### src/rtl/apb_master_arb.sv
// apb_master_arb: round-robin arbiter that shares one APB master port among
// NUM_REQ local requesters and sequences each accepted request through the
// APB SETUP/ACCESS phases, returning read data to the winning requester.
//
// Optional build feature: define APB_ARB_TIMEOUT_EN to bound the ACCESS phase
// to TIMEOUT_CYCLES cycles. A timed-out transfer completes with rsp_err=1 and
// rsp_rdata=0. Without the macro, ACCESS waits for PREADY forever and rsp_err
// is tied low.
//
// Handshake semantics (requester side): a request transfers on a rising PCLK
// edge where req_valid[i] & req_ready[i] are both 1. req_ready is asserted
// combinationally, one-hot, only at a grant point (IDLE, or ACCESS with
// PREADY=1), and only to the round-robin winner. A requester holds req_valid
// and its payload stable until it sees req_ready. rsp_valid[i] is a one-cycle
// pulse with no back-pressure; rsp_rdata/rsp_err are meaningful only with it.

module apb_master_arb #(
  parameter int NUM_REQ        = 2,
  parameter int ADDR_WIDTH     = 32,
  parameter int DATA_WIDTH     = 32,
  parameter int TIMEOUT_CYCLES = 16
) (
  input  logic                          PCLK,
  input  logic                          PRESETn,
  input  logic [NUM_REQ-1:0]            req_valid,
  output logic [NUM_REQ-1:0]            req_ready,
  input  logic [NUM_REQ*ADDR_WIDTH-1:0] req_addr,
  input  logic [NUM_REQ-1:0]            req_write,
  input  logic [NUM_REQ*DATA_WIDTH-1:0] req_wdata,
  output logic [NUM_REQ-1:0]            rsp_valid,
  output logic [DATA_WIDTH-1:0]         rsp_rdata,
  output logic                          rsp_err,
  output logic [ADDR_WIDTH-1:0]         PADDR,
  output logic                          PWRITE,
  output logic                          PSEL,
  output logic                          PENABLE,
  output logic [DATA_WIDTH-1:0]         PWDATA,
  input  logic [DATA_WIDTH-1:0]         PRDATA,
  input  logic                          PREADY,
  output logic [1:0]                    state_dbg
);

  localparam int IDX_W = (NUM_REQ > 1) ? $clog2(NUM_REQ) : 1;
  localparam int CND_W = IDX_W + 1;

  typedef enum logic [1:0] {
    IDLE   = 2'd0,
    SETUP  = 2'd1,
    ACCESS = 2'd2
  } state_t;

  state_t             state;
  state_t             state_nxt;

  logic [IDX_W-1:0]   last_grant;
  logic [IDX_W-1:0]   owner;

  logic               gnt_found;
  logic [IDX_W-1:0]   gnt_idx;
  logic [CND_W-1:0]   cand;

  logic               grant_pt;
  logic               grant_hs;
  logic               complete;
  logic               timeout_hit;

  logic [ADDR_WIDTH-1:0] sel_addr;
  logic [DATA_WIDTH-1:0] sel_wdata;
  logic                  sel_write;

  // Round-robin search: first valid requester starting after last_grant.
  always_comb begin
    gnt_found = 1'b0;
    gnt_idx   = '0;
    cand      = '0;
    for (int k = 0; k < NUM_REQ; k++) begin
      cand = {1'b0, last_grant} + CND_W'(k) + CND_W'(1);
      if (cand >= CND_W'(NUM_REQ)) begin
        cand = cand - CND_W'(NUM_REQ);
      end
      if (!gnt_found && req_valid[cand[IDX_W-1:0]]) begin
        gnt_found = 1'b1;
        gnt_idx   = cand[IDX_W-1:0];
      end
    end
  end

  // Payload of the current round-robin winner.
  always_comb begin
    sel_addr  = req_addr[ADDR_WIDTH*gnt_idx +: ADDR_WIDTH];
    sel_wdata = req_wdata[DATA_WIDTH*gnt_idx +: DATA_WIDTH];
    sel_write = req_write[gnt_idx];
  end

  // Grant point: idle, or the completing ACCESS cycle (back-to-back transfers).
  always_comb begin
    complete  = (state == ACCESS) && PREADY;
    grant_pt  = (state == IDLE) || complete;
    grant_hs  = grant_pt && gnt_found;
    req_ready = '0;
    if (grant_hs) begin
      req_ready[gnt_idx] = 1'b1;
    end
  end

  // FSM state register.
  always_ff @(posedge PCLK or negedge PRESETn) begin
    if (!PRESETn) begin
      state <= IDLE;
    end else begin
      state <= state_nxt;
    end
  end

  // FSM next-state logic.
  always_comb begin
    state_nxt = state;
    unique case (state)
      IDLE: begin
        if (grant_hs) begin
          state_nxt = SETUP;
        end
      end
      SETUP: begin
        state_nxt = ACCESS;
      end
      ACCESS: begin
        if (PREADY) begin
          state_nxt = gnt_found ? SETUP : IDLE;
        end else if (timeout_hit) begin
          state_nxt = IDLE;
        end
      end
      default: begin
        state_nxt = IDLE;
      end
    endcase
  end

  // FSM outputs: APB phase strobes decoded from the registered state.
  always_comb begin
    PSEL      = (state == SETUP) || (state == ACCESS);
    PENABLE   = (state == ACCESS);
    state_dbg = state;
  end

  // Transfer latch: capture the winner's payload on the handshake edge.
  // PADDR/PWDATA keep their last value when idle; PSEL alone marks validity.
  always_ff @(posedge PCLK or negedge PRESETn) begin
    if (!PRESETn) begin
      PADDR      <= '0;
      PWRITE     <= 1'b0;
      PWDATA     <= '0;
      owner      <= '0;
      last_grant <= IDX_W'(NUM_REQ - 1);
    end else if (grant_hs) begin
      PADDR      <= sel_addr;
      PWRITE     <= sel_write;
      PWDATA     <= sel_wdata;
      owner      <= gnt_idx;
      last_grant <= gnt_idx;
    end
  end

  // Completion pulse to the owner; read data is returned only for reads.
  always_ff @(posedge PCLK or negedge PRESETn) begin
    if (!PRESETn) begin
      rsp_valid <= '0;
      rsp_rdata <= '0;
    end else begin
      rsp_valid <= '0;
      if (complete) begin
        rsp_valid[owner] <= 1'b1;
        rsp_rdata        <= PWRITE ? '0 : PRDATA;
      end else if (timeout_hit) begin
        rsp_valid[owner] <= 1'b1;
        rsp_rdata        <= '0;
      end
    end
  end

`ifdef APB_ARB_TIMEOUT_EN
  localparam int CNT_W = $clog2(TIMEOUT_CYCLES + 1);

  logic [CNT_W-1:0] to_cnt;

  // Count ACCESS cycles; the count restarts from zero on every ACCESS entry.
  always_ff @(posedge PCLK or negedge PRESETn) begin
    if (!PRESETn) begin
      to_cnt <= '0;
    end else if (state == ACCESS) begin
      to_cnt <= to_cnt + CNT_W'(1);
    end else begin
      to_cnt <= '0;
    end
  end

  // The last allowed ACCESS cycle without PREADY forces completion.
  assign timeout_hit = (state == ACCESS) && !PREADY &&
                       (to_cnt == CNT_W'(TIMEOUT_CYCLES - 1));

  // Error flag accompanies the forced-completion pulse only.
  always_ff @(posedge PCLK or negedge PRESETn) begin
    if (!PRESETn) begin
      rsp_err <= 1'b0;
    end else begin
      rsp_err <= timeout_hit;
    end
  end
`else
  // TIMEOUT_CYCLES is a positive count, so this never fires: ACCESS waits
  // for PREADY indefinitely in this build.
  assign timeout_hit = (TIMEOUT_CYCLES < 0);
  assign rsp_err     = 1'b0;
`endif

endmodule

### config.mk
export PLATFORM = sky130hd
export DESIGN_NAME = apb_master_arb
export DESIGN_NICKNAME = d
export VERILOG_FILES = /design/src/rtl/apb_master_arb.sv
export SDC_FILE = /design/constraint.sdc
export NUM_CORES = 1
export LEC_CHECK = 0
export ABC_AREA = 1
export BUFFER_PORTS_ARGS = -buffer_cell sky130_fd_sc_hd__buf_2
export CORE_MARGIN = 2
export CORE_UTILIZATION = 40
export CTS_CLUSTER_DIAMETER = 50
export DETAILED_ROUTE_END_ITERATION = 10
export PLACE_DENSITY = 0.77
export SYNTH_ARGS = -nofsm -noshare
export SYNTH_HDL_FRONTEND = slang
export SYNTH_SLANG_ARGS = --single-unit
export TNS_END_PERCENT = 100
### constraint.sdc
create_clock -name PCLK -period 1.62 [get_ports PCLK]
set_input_delay 0 -clock PCLK [delete_from_list [all_inputs] [get_ports PCLK]]
set_output_delay 0 -clock PCLK [all_outputs]
set_load 0.02 [all_outputs]
## Word level (Yosys, flattened, before mapping)

Index checks and enable logic that the tools add are counted.

- Muxes and demuxes: 23
- Shift-type cells: 2
- Add/subtract/negate cells: 4
- Equal/unequal tests: 4
- $lt $le $gt $ge: 8
- Reduce and logical (&&, ||, !) cells: 10

Operators by type and width:

| kind | number |
|---|---|
| 64-bit by 7-bit indexed part select with 32-bit output | 2 |
| 32-bit 2-to-1 mux | 1 |
| 1-bit 2-to-1 mux | 15 |
| 1-bit by 2-bit < comparator with 1-bit output, second input constant | 4 |
| 2-bit 2-to-1 mux | 4 |
| 2-bit one-hot mux with 3 select lines | 1 |
| 1-bit logical AND | 5 |
| 2-bit greater-or-equal comparator, second input constant | 2 |
| 1-bit by 1-bit adder with 2-bit output, second input constant | 1 |
| 2-bit by 1-bit adder with 2-bit output, second input constant | 1 |
| 1-bit demux with 1-bit select | 2 |
| 2-bit by 1-bit == test with 1-bit output, second input constant | 1 |
| 2-bit == test, second input constant | 1 |
| 1-bit greater-or-equal comparator, second input constant | 2 |
| 2-bit logical NOT | 1 |
| 1-bit logical OR | 2 |
| 2-bit by 1-bit != test with 1-bit output, second input constant | 1 |
| 2-bit != test, second input constant | 1 |
| 2-bit AND reduction | 1 |
| 1-bit subtractor, second input constant | 2 |
| 1-bit logical NOT | 1 |

- Register bits after elaboration: 103
- Word-level logic and storage cells: 59
- Bits of input ports: 167
- Output and inout port bits: 106

## Longest topological paths before layout

- Depth after elaboration: 14
- Depth in mapped cells: 9
- Gate-level depth less buffers: 7

## Worst setup path after synthesis

No wires, ideal clock.

- Path kind: register -> register
- From: register state[0], in the netlist state_dbg[0]
- To: register PADDR[0]
- Data required time: 1.503 ns
- Cell stages (with the launch flop): 10
- Data arrival time: 1.722 ns
- Slack: -0.219 ns
- Period minus slack after synthesis: 1.839 ns
- Cells stage by stage: dfrtp_1 inv_1 ha_1 nand2_1 a21oi_2 inv_2 buf_2 buf_2 nand2_1 nand2_1

- Cells in the longest elaborated chain, start to end: 4
- Elaborated cells on any way between the ends: 5
- Classes of those cells: eq/ne: 1; reduce/logical: 4

RTL lines:

| item | RTL line | RTL |
|---|---|---|
| from (decl) | 52 | `state_t state;` |
| from (signal assigned) | 111 | `state <= state_nxt;` |
| 2-bit == test | -- |  |
| net PENABLE | 36 | `output logic PENABLE,` |
| 1-bit logical AND | 97 | `complete = (state == ACCESS) && PREADY;` |
| 1-bit logical OR | 98 | `grant_pt = (state == IDLE) \|\| complete;` |
| 1-bit logical AND | 99 | `grant_hs = grant_pt && gnt_found;` |
| to (signal assigned) | 157 | `PADDR <= sel_addr;` |
| to (decl) | 33 | `output logic [ADDR_WIDTH-1:0] PADDR,` |

The timed path passes the listed nets, and every way through them passes these cells.
A chain may end at the register's enable or synchronous reset.

## Worst setup path after layout

- From: register state[0], in the netlist state_dbg[0]
- To: output req_ready[0]

- Cells in the longest elaborated chain, start to end: 5
- Elaborated cells on any way between the ends: 6
- Classes of those cells: eq/ne: 1; mux: 1; reduce/logical: 4

RTL lines:

| item | RTL line | RTL |
|---|---|---|
| 2-bit == test | 97 |  |
| 1-bit logical AND | 97 |  |
| 1-bit logical OR (*) | 98 |  |
| 1-bit logical AND (*) | 99 |  |
| 2-bit 2-to-1 mux (*) | 101 | `if (grant_hs) begin` |
| to (decl) | 26 | `output logic [NUM_REQ-1:0] req_ready,` |

Mark *: on every way between the ends. The rest lies on a longest branch, timed or not.

==> metrics.cfg <==
[synthesis]
synth.most_common_cell = nand2_1
syn_nets = 844
yosysTopAreaCell = dfrtp_1
synth_top_flop_cell = dfrtp_1
synth_common_cells = nand2_1, dfrtp_1, nand3_1
ys_seq_area_frac = 0.5240
synth_edf_count = 0
synth-seq-cells = 103
syn_area_um2 = 4921
synthCells = 673
syn_avg_cell_area_um2 = 7.312
ys_async_sr_fraction = 1.000
yosysWarnings = 0
synthDistinctLibCells = 16
synth_top_area_frac = 0.5187
ys_top_cells_by_area = dfrtp_1, nand2_1, nand3_1, o21ai_0, clkbuf_1

[critical_path]
critical_path.endpoint_type = output pin
cp.required_ps = 1620
cp.arrival_ps = 1650
critPathKind = reg -> out
slowest_stage = dfrtp_2
start_kind = flop
path_cells = inv_4 -> ha_4 -> nand2_4 -> a21oi_4 -> buf_6 -> inv_4 -> nor2_4 -> buf_6
cp_slowest_stage_delay_ps = 430
crit_fanout = 8

[grt]
grt_overflow = 0
grt_pass1_wl_um = 28240
grt_usage = 0.2733
grt_max_degree = 67
antenna_found_initial = 0
grt_pass1_vias = 5947

[power]
seqPwrFrac = 0.323
pwr-share-clk = 0.154
p_per_area_nw_per_um2 = 1620
p_leak_nw = 4.761
ir_drop_mv = 0.9526
p_int_mw = 7.384
sw_frac_of_total = 0.4505
power_switching_mw = 6.054
pwr-share-comb = 0.524

[routing]
route.detailed.drc = 0
vias = 6020
wl_um = 18370
wire_per_inst_um = 15.09
final_antenna_net_count = 0
first_pass_iters = 5
viasPerCell = 4.947
initialDrtViolationCount = 474

[floorplanning]
dieArea_um2 = 13210
rows = 40
core_um2 = 12010
die_w_um = 114.9
die_h_um = 114.9
start_util = 0.4097
ioPinCount = 273

[clocking]
cts_root_buf = clkbuf_16
clk_latency_ps = 340
cts_sinks = 103
clockBufferDepth = 2
clk_pin_slew_ps = 70
cts_tree = yes
cts_made_buffers = 9
cts_max_level = 3

[timing]
slew_viol_final = 0
rsz0062_at_grt = true
finClkSkew_ps = 9.722
min_period_over_period = 1.021
worst_slack_ps = -33.34
max_freq_mhz = 604.8
setup_viol = 1
whs_ps = 9.488
hold_viol = 0
min_period_ps = 1653

[run_status]
status = finished with violations
violations = negative setup slack

[final_layout]
area_growth_pct = 68.57
nFillCells = 912
nets = 1234
seqCellArea_um2 = 2581
drive_gt1_frac = 0.3052
utilization = 0.6906
multiInputGateArea_um2 = 2163

[flow_run]
cap_violations = 0

[placed_design]
gp_congestion = 0.7775
io_buffer_count = 271
hpwl_um = 10280

[min_path]
hp-class = in -> reg

-- worst max-delay path: cells and delay by family (launching register included) --
| family | cells | cell delay (ps) |
|---|---|---|
| buffers and inverters | 4 | 390 |
| AO/OA/AOI/OAI | 1 | 200 |
| AND/OR/NAND/NOR | 2 | 160 |
| adder cells (fa/ha/maj) | 1 | 140 |
| flip-flops | 1 | 430 |
-- through the flow --
step / std cells / setup slack, ps / TNS, ps / cell area [um^2] / power, mW
2_1_floorplan: 673 / 16.75 / 0 / 4946 / 8.240
3_3_place_gp: 1059 / 53.98 / 0 / 6505 / 10.48
3_5_place_dp: 1059 / -4.668 / -4.668 / 6505 / 10.60
4_1_cts: 1215 / -21.25 / -32.48 / 8254 / 13.33
5_1_grt: 1215 / -86.90 / -587.5 / 8290 / 14.37
6_report: 1217 / -33.34 / -33.34 / 8295 / 13.44
-- routing by layer --
metal | vias to the layer above | global-route usage | part of all wire
li1 | 2870 | - | -
met1 | 2694 | 0.3077 | 0.38
met2 | 362 | 0.4729 | 0.49
met3 | 94 | 0.04955 | 0.071
met4 | 0 | 0.1831 | 0.059
met5 | - | 0 | 0
-- placed cells by master, fill, tap and decap left out --
cell type      count
a21oi_1            1
a21oi_4            1
buf_12            11
buf_16             1
buf_2            268
buf_4             11
buf_6              3
bufbuf_16          1
clkbuf_1           1
clkbuf_16          9
clkinv_4           1
clkinvlp_4         1
conb_1             1
dfrtp_1          100
dfrtp_2            2
dfstp_2            1
diode_2            2
dlygate4sd3_1    130
ha_1               2
ha_4               2
inv_1              5
inv_2              3
inv_4              2
inv_6              4
nand2_1          396
nand2_2            1
nand2_4            3
nand3_1           66
nor2_1             4
nor2_4             1
o21ai_0           36
-- power groups by stage --
stage | registers, mW | clock network [mW] | logic (mW)
2_1_floorplan | 5.72 | 0 | 2.52
6_report | 4.34 | 2.06 | 7.04
3_5_place_dp | 4.36 | 0 | 6.24
5_1_grt | 4.47 | 2.24 | 7.66
3_3_place_gp | 4.34 | 0 | 6.14
4_1_cts | 4.33 | 2.12 | 6.88
-- sequential cells by signal (all words and copies together), names as in the netlist --
name,flops
PWDATA,32
rsp_rdata,32
rsp_valid,2
owner,1
PADDR,32
PWRITE,1
state_dbg,2
last_grant,1
-- cells by family after synthesis --
kind of cell / synth area share
flops: 0.5240
fa+ha+maj: 0.01017
compound gates: 0.03941
simple gates: 0.3760
other cells: 0.0007620
buf+inv: 0.04958
-- final timing paths --
check,startpoint,end,slack [ps],depth (start not counted)
worst min-delay path,req_addr[61],PADDR[29]$_DFFE_PN0P_,9,5
min in group asynchronous,PRESETn,rsp_rdata[13]$_DFFE_PN0P_,130,2
worst max-delay path,state_dbg[0]$_DFFE_PN0P_,req_ready[0],-30,8
max in group asynchronous,PRESETn,PADDR[24]$_DFFE_PN0P_,920,3
worst max register to register,state_dbg[1]$_DFFE_PN0P_,PWDATA[21]$_DFFE_PN0P_,0,9
worst min register to register,owner$_DFFE_PN0P_,rsp_valid[0]$_DFF_PN0_,430,1
-- final cells by class --
| class | instances | area share |
|---|---|---|
| timing repair buffer | 425 | 0.3664 |
| tap | 147 | 0.02217 |
| clock buffer | 10 | 0.02760 |
| inverter | 10 | 0.005128 |
| multi-input combinational | 514 | 0.2608 |
| clock inverter | 6 | 0.006184 |
| sequential | 103 | 0.3112 |
| antenna | 2 | 0.0006033 |
-- repair_timing --
item / CTS / global route
pin swaps: 3 / 1
setup endpoints to repair: 2 / 22
resized for setup: 15 / 10
setup buffers: 8 / 0
cloned: 2 / 0
endpoints found under the hold margin: 200 / 0
hold buffers: 130 / 0
No activity file was read; power rests on OpenSTA's default activity.
